File: config.mk
export PLATFORM = sky130hd
export DESIGN_NAME = delta_encoder
export DESIGN_NICKNAME = d
export VERILOG_FILES = /design/src/rtl/delta_encoder.sv
export SDC_FILE = /design/constraint.sdc
export NUM_CORES = 1
export LEC_CHECK = 0
export CAP_MARGIN = 20
export CORE_MARGIN = 10
export CORE_UTILIZATION = 45
export CTS_CLUSTER_DIAMETER = 50
export DETAILED_ROUTE_END_ITERATION = 6
export PLACE_DENSITY = 0.8
export SYNTH_ARGS = -nofsm -noshare
export SYNTH_HDL_FRONTEND = slang
export SYNTH_SLANG_ARGS = --single-unit
File: constraint.sdc
create_clock -name clk -period 2.1 [get_ports clk]
set_input_delay 0.315 -clock clk [delete_from_list [all_inputs] [get_ports clk]]
set_output_delay 0.315 -clock clk [all_outputs]
set_load 0.05 [all_outputs]
File: src/rtl/delta_encoder.sv
// Streaming delta encoder: feeds an external two's-complement subtractor with the current
// and previous sample, then registers the difference with borrow/overflow/first flags.
module delta_encoder #(
  parameter int unsigned           WIDTH     = 8,
  parameter logic [WIDTH-1:0]      FIRST_REF = {WIDTH{1'b0}},
  parameter int unsigned           CNT_W     = 16
) (
  input  logic             clk,
  input  logic             rst,
  input  logic             clear,
  input  logic             in_valid,
  output logic             in_ready,
  input  logic [WIDTH-1:0] in_data,
  output logic [WIDTH-1:0] sub_a,
  output logic [WIDTH-1:0] sub_b,
  input  logic [WIDTH-1:0] sub_diff,
  output logic             out_valid,
  input  logic             out_ready,
  output logic [WIDTH-1:0] out_delta,
  output logic             out_borrow,
  output logic             out_ovf,
  output logic             out_first,
  output logic [CNT_W-1:0] sample_cnt
);

  typedef enum logic [0:0] {ST_FIRST = 1'b0, ST_RUN = 1'b1} ctl_state_t;

  localparam logic [CNT_W-1:0] CNT_MAX = {CNT_W{1'b1}};
  localparam logic [CNT_W-1:0] CNT_ONE = CNT_W'(1);

  ctl_state_t       state_r;
  ctl_state_t       state_nxt_s;
  logic             first_pend_s;
  logic             ref_sel_s;
  logic             accept_s;
  logic [WIDTH-1:0] prev_r;
  logic             out_valid_r;
  logic [WIDTH-1:0] out_delta_r;
  logic             out_borrow_r;
  logic             out_ovf_r;
  logic             out_first_r;
  logic [CNT_W-1:0] sample_cnt_r;

  // Signed overflow of a - b: operands differ in sign and the result sign differs from a.
  function automatic logic sub_ovf(input logic [WIDTH-1:0] a, input logic [WIDTH-1:0] b,
                                   input logic [WIDTH-1:0] d);
    return (a[WIDTH-1] != b[WIDTH-1]) && (d[WIDTH-1] != a[WIDTH-1]);
  endfunction

  // Control state register: FIRST until a sample is accepted.
  always_ff @(posedge clk) begin
    if (rst) begin
      state_r <= ST_FIRST;
    end else begin
      state_r <= state_nxt_s;
    end
  end

  // Next-state logic; clear together with an accept still leaves FIRST, since that sample is the new reference.
  always_comb begin
    state_nxt_s = state_r;
    case (state_r)
      ST_FIRST: begin
        if (accept_s) state_nxt_s = ST_RUN;
        else          state_nxt_s = ST_FIRST;
      end
      ST_RUN: begin
        if (clear && !accept_s) state_nxt_s = ST_FIRST;
        else                    state_nxt_s = ST_RUN;
      end
      default: state_nxt_s = ST_FIRST;
    endcase
  end

  // Control outputs and handshake / operand muxing.
  always_comb begin
    first_pend_s = (state_r == ST_FIRST);
    ref_sel_s    = first_pend_s || clear;
    in_ready     = !out_valid_r || out_ready;
    accept_s     = in_valid && in_ready;
    sub_a        = in_data;
    if (ref_sel_s) sub_b = FIRST_REF;
    else           sub_b = prev_r;
  end

  // Previous-sample register.
  always_ff @(posedge clk) begin
    if (rst) begin
      prev_r <= FIRST_REF;
    end else if (accept_s) begin
      prev_r <= in_data;
    end else begin
      prev_r <= prev_r;
    end
  end

  // Result register: loads on accept, drains on out_ready, holds data otherwise.
  always_ff @(posedge clk) begin
    if (rst) begin
      out_valid_r  <= 1'b0;
      out_delta_r  <= {WIDTH{1'b0}};
      out_borrow_r <= 1'b0;
      out_ovf_r    <= 1'b0;
      out_first_r  <= 1'b0;
    end else if (accept_s) begin
      out_valid_r  <= 1'b1;
      out_delta_r  <= sub_diff;
      out_borrow_r <= (sub_a < sub_b);
      out_ovf_r    <= sub_ovf(sub_a, sub_b, sub_diff);
      out_first_r  <= ref_sel_s;
    end else if (out_ready) begin
      out_valid_r  <= 1'b0;
    end else begin
      out_valid_r  <= out_valid_r;
    end
  end

  // Saturating accepted-sample counter; clear restarts it (at 1 if a sample lands that cycle).
  always_ff @(posedge clk) begin
    if (rst) begin
      sample_cnt_r <= {CNT_W{1'b0}};
    end else if (accept_s) begin
      if (clear)                        sample_cnt_r <= CNT_ONE;
      else if (sample_cnt_r != CNT_MAX) sample_cnt_r <= sample_cnt_r + CNT_ONE;
      else                              sample_cnt_r <= sample_cnt_r;
    end else if (clear) begin
      sample_cnt_r <= {CNT_W{1'b0}};
    end else begin
      sample_cnt_r <= sample_cnt_r;
    end
  end

  assign out_valid  = out_valid_r;
  assign out_delta  = out_delta_r;
  assign out_borrow = out_borrow_r;
  assign out_ovf    = out_ovf_r;
  assign out_first  = out_first_r;
  assign sample_cnt = sample_cnt_r;

endmodule

[Word-level counts from Yosys, hierarchy flattened]
Cells that the tools add are included.
Word-level totals
  bits in registers: 37
  bits of input ports: 21
Operators by class
  add/subtract/negate cells: 1
  magnitude comparators: 1
  equality and inequality tests: 3
  mux-type cells: 10
  bitwise logic cells: 1
  reduce and logical (&&, ||, !) cells: 11
Operators with widths (number)
  two-way mux 16 bit: 4
  adder 16 x 1 -> 16 bit (second input constant): 1
  inequality test 16 bit (second input constant): 1
  less-than comparator 8 bit: 1
  two-way mux 8 bit: 1
  nonzero test 2 bit: 3
  two-way mux 1 bit: 4
  logical AND 1 bit: 3
  zero test 1 bit: 2
  logical OR 1 bit: 2
  inequality test 1 bit: 2
  one-hot mux 1 bit (2 select lines): 1
  AND reduction 2 bit: 1
  inverter 1 bit: 1

[Logic depth before layout (Yosys ltp)]
Gate-level depths: netlist of run 1.
  word-level depth: 7
  gate-level depth with buffers: 8
  gate-level depth less buffers: 7

[Least setup slack after synthesis of run 1]
Ideal clock, no wire load.
  path type: reg-to-reg
  start point: register out_valid_r (netlist: out_valid)
  end point: register out_delta_r[0] (netlist: out_delta[0])
  library setup time: 0.070 ns
  arrival: 1.836 ns
  required time: 2.030 ns
  path slack: 0.194 ns
  stages on the path, launching flop included: 7
  buffers on the path: 1
  period minus slack after synthesis: 1.906 ns
  cells stage by stage: dfxtp_1 > nor2b_1 > inv_2 > nand2_1 > buf_1 > nand2_1 > a21oi_1
On the way
  longest elaborated chain between the ends: 3
Ends and longest elaborated chain
  start: declaration: line 37  | logic out_valid_r;
  start signal: assignment: line 114  | out_valid_r <= out_valid_r;
  zero test 1 bit: line 79  | in_ready = !out_valid_r || out_ready;
  logical OR 1 bit: line 79
  named net in_ready: line 12  | output logic in_ready,
  logical AND 1 bit: line 80  | accept_s = in_valid && in_ready;
  end signal: assignment: line 101  | out_delta_r <= {WIDTH{1'b0}};
  end signal: assignment: line 107  | out_delta_r <= sub_diff;
  end: declaration: line 38  | logic [WIDTH-1:0] out_delta_r;
The timed path passes the listed nets, and every way through them passes these cells.
A chain may end at the register's enable or synchronous reset.

[Worst setup path after layout of run 1]
  start point: input port clear
  end point: register out_borrow_r (netlist: out_borrow)
On the way
  longest elaborated chain between the ends: 3
Ends and longest elaborated chain
  start: declaration: line 10  | input logic clear,
  logical OR 1 bit: line 78  | ref_sel_s = first_pend_s || clear;
  two-way mux 8 bit: line 82  | if (ref_sel_s) sub_b = FIRST_REF;
  less-than comparator 8 bit: line 108  | out_borrow_r <= (sub_a < sub_b);
  end signal: assignment: line 108
  end: declaration: line 39  | logic out_borrow_r;
Every way passes these cells.

==> impl_metrics.env, run 1 <==
export IMPL_max_slew_margin_pct=61.47
export IMPL_chipHeight_um=84.65
export IMPL_final_setup_tns_ns=0
export IMPL_place_hpwl_um=4363
export IMPL_use_met3_pct=7.826
export IMPL_ys_async_sr_fraction_pct=0
export IMPL_setup_viol=0
export IMPL_synth_area_um2=1881
export IMPL_io_pins=66
export IMPL_yosys_top_cells_count="nand2_1 (50), dfxtp_1 (37), a21oi_1 (27)"
export IMPL_end_kind="register"
export IMPL_finalClockSkew_ns=0.001988
export IMPL_dr_pass1_iters=4
export IMPL_grt_max_degree=23
export IMPL_final_area_um2=2824
export IMPL_max_cap_violations=0
export IMPL_synth_flop_cell="dfxtp_1"
export IMPL_cts_hold_fix_buffers=0
export IMPL_die_width_um=84.65
export IMPL_synthMostInstantiatedCell="nand2_1"
export IMPL_p_per_area_nw_per_um2=575.5
export IMPL_syn_inst=236
export IMPL_cpPeakStageDelay_ns=0.42
export IMPL_timing_fmax_mhz=500.2
export IMPL_vias=1980
export IMPL_cp_data_required_time_ns=2.33
export IMPL_finalMaxSlewViolations=0
export IMPL_synth_seq_area_share_pct=39.39
export IMPL_clockBufferDepth=2
export IMPL_initial_core_util_pct=46.68
export IMPL_grt_use_met1_pct=18.06
export IMPL_wl_per_cell_um=15.80
export IMPL_antenna_found_initial=0
export IMPL_post_route_period_util_pct=95.20
export IMPL_ys_ff_latch=37
export IMPL_areaGrowthSynthToFinish_pct=50.17
export IMPL_hold_start="out_delta[2]"
export IMPL_dieArea_um2=7165
export IMPL_irDropWorstVdd_mv=0.5451
export IMPL_antenna_cells=0
export IMPL_ys_types=38
export IMPL_yosys_warnings=0
export IMPL_drive_gt1_share_pct=16.77
export IMPL_rows=23
export IMPL_tightestPinTransition_ns=0.5726
export IMPL_viasPerCell=5.500
export IMPL_cp_max_fo=8
export IMPL_fillers=358
export IMPL_crit_path_start_kind="primary input"
export IMPL_cts_root_buffer="clkbuf_8"
export IMPL_synth_edf_count=0
export IMPL_clkTransAtPathRegs_ns=0.07
export IMPL_cts_tree="built"
export IMPL_clock_latency_ns=0.29
export IMPL_synth_nets=265
export IMPL_drc_errors=0
export IMPL_leakage_nw=1.116
export IMPL_place_ws_ns=-0.2093
export IMPL_met2_usage_pct=24.98
export IMPL_place_congestion=0.8251
export IMPL_hold_class="register to register"
export IMPL_antenna_left=0
export IMPL_syn_avg_cell_area_um2=7.968
export IMPL_synthTopCellsByArea="dfxtp_1 (39%), nand2_1 (10%), a21oi_1 (7.2%)"
export IMPL_synth_top_cell_area_share_pct=39.39
export IMPL_first_iter_violations=125
export IMPL_multi_input_area_um2=1018
export IMPL_grt_pass1_wl_um=9418
export IMPL_postPlaceCellArea_um2=2693
export IMPL_rr_startpoint="state_r"
export IMPL_num_nets_final=338
export IMPL_arrival_ns=2.23
export IMPL_coreArea_um2=4029
export IMPL_cts_made_buffers=5
export IMPL_worstPathCellList="clkdlybuf4s50_1 -> nor2b_1 -> buf_4 -> nand2_1 -> ha_1 -> a21oi_2 -> o221ai_1 -> or3_1 -> a21oi_1"
export IMPL_busiest_layer="met2"
export IMPL_grt_ovfl_total=0
export IMPL_fin_crit_ns=1.999
export IMPL_worstSetupPathType="primary input to register"
export IMPL_startpoint="clear"
export IMPL_register_area_um2=740.7
export IMPL_status="finished clean"
export IMPL_worst_slack_ns=0.1007
export IMPL_cts_htree_levels=2
export IMPL_grt_pass1_vias=1980
export IMPL_hold_viol=0
export IMPL_io_buffers=65
export IMPL_yosysTopAreaCell="dfxtp_1"
export IMPL_cpMaxStageDelayCell="clkdlybuf4s50_1"
export IMPL_grtUsageTotal_pct=15.64
export IMPL_routed_wl_um=5687
export IMPL_clock_sinks=37
==> path summary, 6_finish.rpt <==
| path | endpoint | slack [ns] | cells past startpoint |
|---|---|---|---|
| max | out_borrow | 0.10 | 9 |
| min | out_delta[2] | 0.45 | 2 |
| max reg2reg | out_borrow | 0.24 | 8 |
| min reg2reg | out_delta[2] | 0.45 | 2 |
==> cells in the final DEF (no fill, tap or decap), types with 3 or more instances in the layout <==
master	count
nand3_1	6
nor3_1	5
ha_1	7
a21oi_1	26
buf_4	26
or3_1	8
clkdlybuf4s50_1	48
inv_1	11
o311ai_0	3
o211ai_1	4
dfxtp_1	37
nand2_1	50
o21ai_0	4
and2_1	3
o31ai_1	3
nor4_2	3
nor4_1	5
nor2b_1	3
o41ai_1	3
clkbuf_8	7
nand4_1	4
nor2_1	9
buf_12	9
==> layer usage <==
| metal | up-vias | share of wire, % | wire length [um] |
|---|---|---|---|
| met5 | - | 0 | 0 |
| met4 | 0 | 0.93 | 53 |
| met3 | 4 | 8.9 | 505 |
| met2 | 60 | 49 | 2767 |
| met1 | 927 | 41 | 2360 |
| li1 | 989 | - | - |
==> timing repair <==
action	4_1_cts	5_1_grt
resized for setup	0	3
buffers inserted	0	1
endpoints found under the setup margin	0	3
==> power by group <==
group          total, mW  switching (mW)  internal (mW)
sequential         0.744          0.0160          0.728
combinational      0.334           0.199          0.135
clock              0.548           0.251          0.297
==> final cells by class <==
| class | count | share of cell area, % |
|---|---|---|
| Clock inverter | 1 | 0.1772 |
| Inverter | 12 | 1.595 |
| Timing Repair Buffer | 83 | 30.31 |
| Clock buffer | 7 | 3.412 |
| Multi-Input combinational cell | 170 | 36.07 |
| Tap cell | 50 | 2.215 |
| Sequential cell | 37 | 26.23 |
==> logic make-up after synthesis <==
| group | count (synthesis) | share of synthesized area [%] |
|---|---|---|
| AOI/OAI and AO/OA | 53 | 17.70 |
| xor gates and xnor gates | 1 | 0.4658 |
| adders and majority gates | 8 | 5.323 |
| buffers and inverters | 29 | 7.651 |
| DFF | 37 | 39.39 |
| muxes | 2 | 1.065 |
| and+or+nand+nor | 106 | 28.41 |
==> sequential cells by signal (all words and copies together) (netlist names) <==
name,flops
sample_cnt,16
out_delta,8
prev_r,8
out_borrow,1
out_first,1
out_ovf,1
out_valid,1
state_r,1
==> worst max-delay path, delay by kind of cell <==
family,cells,cell delay [ns]
and+or+nand+nor,3,0.58
adders and majority gates,1,0.32
buffers and inverters,2,0.60
AOI/OAI and AO/OA,3,0.43
==> stage by stage <==
stage	utilization [%]	cells	hold slack (ns)	power, mW
floorplan	-	236	0.4366	0.9481
global placement	66.83	351	0.4408	1.082
detailed placement	66.83	351	0.4479	1.086
CTS	69.35	359	0.4573	1.632
global route	70.09	360	0.4709	1.686
finish	70.09	360	0.4529	1.625
(Power assumes the default switching activity.)
==> run 2, diff against run 1 <==
Settings changed: REMOVE_ABC_BUFFERS set to 1.
==> run 2 against run 1 <==
Against the previous run:
- critical path depth decreased by 8
- clock skew rose by 0.0024 ns
- clock-buffer cell count shrank 1
- combinational power hardly changed
- utilization up 0.22 points
- register-to-register slack improved by 0.04 ns
- flip-flop and latch count unchanged
==> impl_metrics.env, run 2 (same netlist as run 1, synthesis figures left out) <==
export IMPL_status="finished clean"
export IMPL_cp_top_family="buffers and inverters"
export IMPL_crit_path_start_kind="register"
export IMPL_cts_root_buffer="clkbuf_8"
export IMPL_io_pins=66
export IMPL_grt_max_degree=22
export IMPL_p_seq_share_pct=47.6
export IMPL_worstSetupPathType="register to output pin"
export IMPL_cpMaxStageDelayCell="clkdlybuf4s50_1"
export IMPL_finish_utilization_pct=70.31
export IMPL_die_width_um=84.65
export IMPL_cts_tree="built"
export IMPL_grt_ovfl_total=0
export IMPL_end_kind="output pin"
export IMPL_power_mw=1.559
export IMPL_clockBufferDepth=2
export IMPL_timing_fmax_mhz=507.4
export IMPL_leakage_nw=1.130
export IMPL_final_cell_mix="nand2_1 (50), clkdlybuf4s50_1 (48), dfxtp_1 (37), buf_4 (28), a21oi_1 (25)"
export IMPL_antenna_found_initial=0
export IMPL_max_slew_margin_pct=54.17
export IMPL_antenna_cells=0
export IMPL_cp_max_fo=9
export IMPL_routed_wl_um=5458
export IMPL_finalClockSkew_ns=0.004375
export IMPL_grtUsageTotal_pct=15.15
export IMPL_arrival_ns=1.66
export IMPL_power_frac_clock_pct=30.9
export IMPL_cpPeakStageDelay_ns=0.87
export IMPL_max_cap_violations=0
export IMPL_cts_made_buffers=5
export IMPL_coreArea_um2=4029
export IMPL_place_congestion=0.8710
export IMPL_io_buffers=65
export IMPL_combPwrFrac_pct=21.5
export IMPL_place_hpwl_um=4279
export IMPL_post_route_period_util_pct=93.86
export IMPL_cp_data_required_time_ns=1.78
export IMPL_largest_reg_flops=16
export IMPL_clock_sinks=37
export IMPL_p_per_area_nw_per_um2=550.4
export IMPL_switching_share_pct=29.72
export IMPL_hold_viol=0
export IMPL_finalMaxSlewViolations=0
export IMPL_grt_pass1_vias=1991
export IMPL_path_buf_inv=1
export IMPL_areaGrowthSynthToFinish_pct=50.63
export IMPL_drive_gt1_share_pct=17.52
export IMPL_irDropWorstVdd_mv=0.4259
export IMPL_dieArea_um2=7165
export IMPL_chipHeight_um=84.65
export IMPL_power_switching_uw=463.4
export IMPL_final_common_cell="nand2_1"
export IMPL_worstPathCellList="clkdlybuf4s50_1"
export IMPL_setup_viol=0
export IMPL_initial_core_util_pct=46.68
export IMPL_cts_htree_levels=2
export IMPL_vias=1980
export IMPL_antenna_left=0
export IMPL_fin_crit_ns=1.971
export IMPL_dr_pass1_iters=4
export IMPL_hold_class="register to register"
export IMPL_rows=23
export IMPL_p_int_mw=1.096
export IMPL_clock_latency_ns=0.29
export IMPL_viasPerCell=5.440
export IMPL_grt_pass1_wl_um=9156
export IMPL_num_nets_final=342
export IMPL_tightestPinTransition_ns=0.6811
export IMPL_first_iter_violations=57
export IMPL_drc_errors=0
export IMPL_wl_per_cell_um=14.99
export IMPL_clkTransAtPathRegs_ns=0.07
-- run 2: worst paths after layout --
check / slack, ns / start / end / depth (start not counted)
max: 0.13 / sample_cnt[2] / sample_cnt[2] / 1
max reg2reg: 0.28 / state_r / out_borrow / 8
min reg2reg: 0.45 / out_delta[7] / out_delta[7] / 2
min: 0.45 / out_delta[7] / out_delta[7] / 2
-- run 2: through the flow --
stage | cells | TNS (ns) | hold WS [ns] | worst slack, ns | instance area [um^2]
global route | 364 | -0.02148 | 0.4749 | -0.02148 | 2833
detailed placement | 354 | -0.1587 | 0.4457 | -0.1465 | 2728
global placement | 354 | -0.07958 | 0.4410 | -0.07958 | 2728
CTS | 362 | 0 | 0.4563 | 0.1282 | 2810
floorplan | 219 | 0 | 0.3841 | 0.05078 | 1782
finish | 364 | 0 | 0.4525 | 0.1290 | 2833
-- run 2: power groups by stage --
| stage | registers, mW | logic [mW] | clock network [mW] |
|---|---|---|---|
| 2_1_floorplan | 0.812 | 0.0853 | 0 |
| 3_3_place_gp | 0.758 | 0.326 | 0 |
| 3_5_place_dp | 0.759 | 0.331 | 0 |
| 4_1_cts | 0.742 | 0.332 | 0.497 |
| 5_1_grt | 0.746 | 0.361 | 0.526 |
| 6_report | 0.742 | 0.335 | 0.481 |
-- run 2: cell type report --
type | count | area (um^2)
Clock buffer | 6 | 72.57
Clock inverter | 2 | 10.01
Fill cell | 357 | 1196
Inverter | 12 | 45.04
Multi-Input combinational cell | 170 | 1006
Sequential cell | 37 | 740.7
Tap cell | 50 | 62.56
Timing Repair Buffer | 87 | 895.9
-- run 2: repair_timing --
| item | in CTS | in global routing |
|---|---|---|
| resized for setup | 0 | 4 |
| endpoints found under the hold margin | 0 | 0 |
| endpoints found under the setup margin | 0 | 1 |
| setup buffers | 0 | 1 |
| hold buffers | 0 | 0 |
-- run 2: routing by layer --
layer	GRT usage [%]	wire length (um)	vias to the layer above
li1	-	-	995
met1	15.66	2115	915
met2	24.71	2559	66
met3	9.758	738	4
met4	4.491	44	0
met5	0	0	-
-- run 2: worst register-to-register path, cell delays in order, from the launching register on --
cell	delay (ns)
dfxtp_1	0.31
nor2b_2	0.14
buf_4	0.15
nand2_1	0.08
ha_1	0.31
a21oi_1	0.16
o221ai_1	0.14
or3_1	0.37
a21oi_2	0.11
==> run 3, diff against run 2 <==
Settings changed: ABC_AREA set to 1, CAP_MARGIN 20 to 40, CORE_UTILIZATION 45 to 46.
==> run 3 against run 2 <==
Against the previous run:
- synthesized area is 7.9% higher
- maximum frequency is 1.4% higher
- sequential power is 2% higher
- critical path type unchanged
- wire length is 5.0% higher
- power is 10% higher
- via count is 6.8% higher
==> impl_metrics.env, run 3 <==
export IMPL_status="finished clean"
export IMPL_grtUsageTotal_pct=15.74
export IMPL_synth_top_cell_area_share_pct=36.50
export IMPL_chipHeight_um=86.42
export IMPL_worstSetupPathType="register to output pin"
export IMPL_syn_avg_cell_area_um2=6.787
export IMPL_max_cap_violations=0
export IMPL_wl_per_cell_um=13.65
export IMPL_post_route_period_util_pct=92.53
export IMPL_die_width_um=86.42
export IMPL_areaGrowthSynthToFinish_pct=44.33
export IMPL_rsz0062_at_grt="no"
export IMPL_fin_hold_ws_ns=0.4636
export IMPL_grt_ovfl_total=0
export IMPL_cp_data_required_time_ns=1.78
export IMPL_finalNonFillerCells=420
export IMPL_timing_fmax_mhz=514.7
export IMPL_routed_wl_um=5733
export IMPL_postPlaceCellArea_um2=2828
export IMPL_power_mw=1.715
export IMPL_synth_seq_area_share_pct=36.50
export IMPL_clock_sinks=37
export IMPL_rows=24
export IMPL_ys_types=28
export IMPL_grt_max_degree=23
export IMPL_vias=2114
export IMPL_synthTopCellsByArea="dfxtp_1 (36%), nand2_1 (9.6%), nor2_1 (9.1%)"
export IMPL_final_cell_mix="nand2_1 (52), nor2_1 (49), clkdlybuf4s50_1 (48), inv_1 (41), dfxtp_1 (37)"
export IMPL_cts_resized=0
export IMPL_grt_pass1_wl_um=9680
export IMPL_initial_core_util_pct=46.93
export IMPL_path_buf_inv=1
export IMPL_synthMostInstantiatedCell="nand2_1"
export IMPL_yosys_top_cells_count="nand2_1 (52), nor2_1 (49), inv_1 (41)"
export IMPL_final_common_cell="nand2_1"
export IMPL_cts_made_buffers=5
export IMPL_dr_pass1_iters=4
export IMPL_final_setup_tns_ns=0
export IMPL_worst_slack_ns=0.1569
export IMPL_final_area_um2=2929
export IMPL_fin_crit_ns=1.943
export IMPL_finalClockSkew_ns=0.004031
export IMPL_cpPeakStageDelay_ns=0.86
export IMPL_clock_latency_ns=0.29
export IMPL_largest_reg_flops=16
export IMPL_num_nets_final=396
export IMPL_crit_path_start_kind="register"
export IMPL_cts_tree="built"
export IMPL_place_congestion=0.8672
export IMPL_worstPathCellList="clkdlybuf4s50_1"
export IMPL_cp_top_family="buffers and inverters"
export IMPL_place_hpwl_um=4322
export IMPL_post_cts_buffers=0
export IMPL_ys_async_sr_fraction_pct=0
export IMPL_io_buffers=65
export IMPL_grt_pass1_vias=2073
export IMPL_place_ws_ns=0.02864
export IMPL_cpMaxStageDelayCell="clkdlybuf4s50_1"
export IMPL_finalMaxSlewViolations=0
export IMPL_cp_max_fo=6
export IMPL_clockBufferDepth=2
export IMPL_io_pins=66
export IMPL_finish_utilization_pct=67.74
export IMPL_irDropWorstVdd_mv=0.3887
export IMPL_viasPerCell=5.033
export IMPL_coreArea_um2=4324
export IMPL_end_kind="output pin"
export IMPL_synth_flop_cell="dfxtp_1"
export IMPL_max_slew_margin_pct=62.15
export IMPL_cts_hold_fix_buffers=0
export IMPL_syn_inst=299
export IMPL_setup_viol=0
export IMPL_cts_htree_levels=2
export IMPL_drive_gt1_share_pct=14.67
export IMPL_antenna_found_initial=0
export IMPL_yosys_warnings=0
export IMPL_clkTransAtPathRegs_ns=0.08
export IMPL_dieArea_um2=7468
export IMPL_synth_area_um2=2029
export IMPL_leakage_nw=1.241
export IMPL_antenna_cells=0
export IMPL_hold_class="register to register"
export IMPL_p_per_area_nw_per_um2=585.6
export IMPL_synth_edf_count=0
export IMPL_hold_viol=0
export IMPL_drc_errors=0
export IMPL_ys_ff_latch=37
export IMPL_yosysTopAreaCell="dfxtp_1"
export IMPL_placed_cells_incl_taps=412
export IMPL_tightestPinTransition_ns=0.5671
export IMPL_arrival_ns=1.63
export IMPL_antenna_left=0
export IMPL_cts_root_buffer="clkbuf_8"
export IMPL_first_iter_violations=118
run 3: cell count changes after synthesis, moves of 4 or more:
| cell | before | now |
|---|---|---|
| nor4_1 | 6 | 1 |
| o21bai_1 | 0 | 4 |
| nor2_1 | 9 | 49 |
| nand3_1 | 6 | 15 |
| o21ai_0 | 4 | 28 |
| inv_1 | 11 | 41 |
| a21oi_1 | 27 | 19 |
| or3_1 | 8 | 0 |
run 3: layout make-up:
type	count	area, um^2
Timing Repair Buffer	77	835.8
Multi-Input combinational cell	201	1017
Fill cell	388	1395
Clock buffer	7	96.34
Clock inverter	1	5.005
Inverter	45	168.9
Sequential cell	37	740.7
Tap cell	52	65.06
run 3: metal layers:
| layer | routed length [um] | vias to the layer above | GRT usage, % |
|---|---|---|---|
| met5 | 0 | - | 0 |
| met4 | 68 | 0 | 4.713 |
| met3 | 596 | 8 | 7.692 |
| met2 | 2799 | 67 | 26.51 |
| met1 | 2269 | 957 | 16.99 |
| li1 | - | 1082 | - |
run 3: tightest hold or removal path, stage by stage, from the launching register on:
cell and delay [ns]:
dfxtp_1 0.30, inv_1 0.06, a21oi_1 0.06
run 3: final timing paths:
check / from / to / slack (ns) / cells after the start
setup reg to reg: sample_cnt[0] / sample_cnt[5] / 0.42 / 11
hold reg to reg: prev_r[7] / prev_r[7] / 0.46 / 2
setup / recovery: sample_cnt[5] / sample_cnt[5] / 0.16 / 1
hold / removal: prev_r[7] / prev_r[7] / 0.46 / 2
run 3: power by group:
part / switching [mW] / internal (mW) / total (mW) / leakage, nW
sequential: 0.0197 / 0.736 / 0.756 / 0.304
combinational: 0.248 / 0.155 / 0.403 / 0.883
clock: 0.259 / 0.297 / 0.556 / 0.0542
total: 0.527 / 1.19 / 1.72 / 1.24
run 3: kinds of logic after synthesis:
family                     Yosys count  share of synthesized area (%)
AOI/OAI and AO/OA                   57                          15.35
adders and majority gates            8                          4.932
buffers and inverters               61                          13.38
DFF                                 37                          36.50
and+or+nand+nor                    136                          29.84
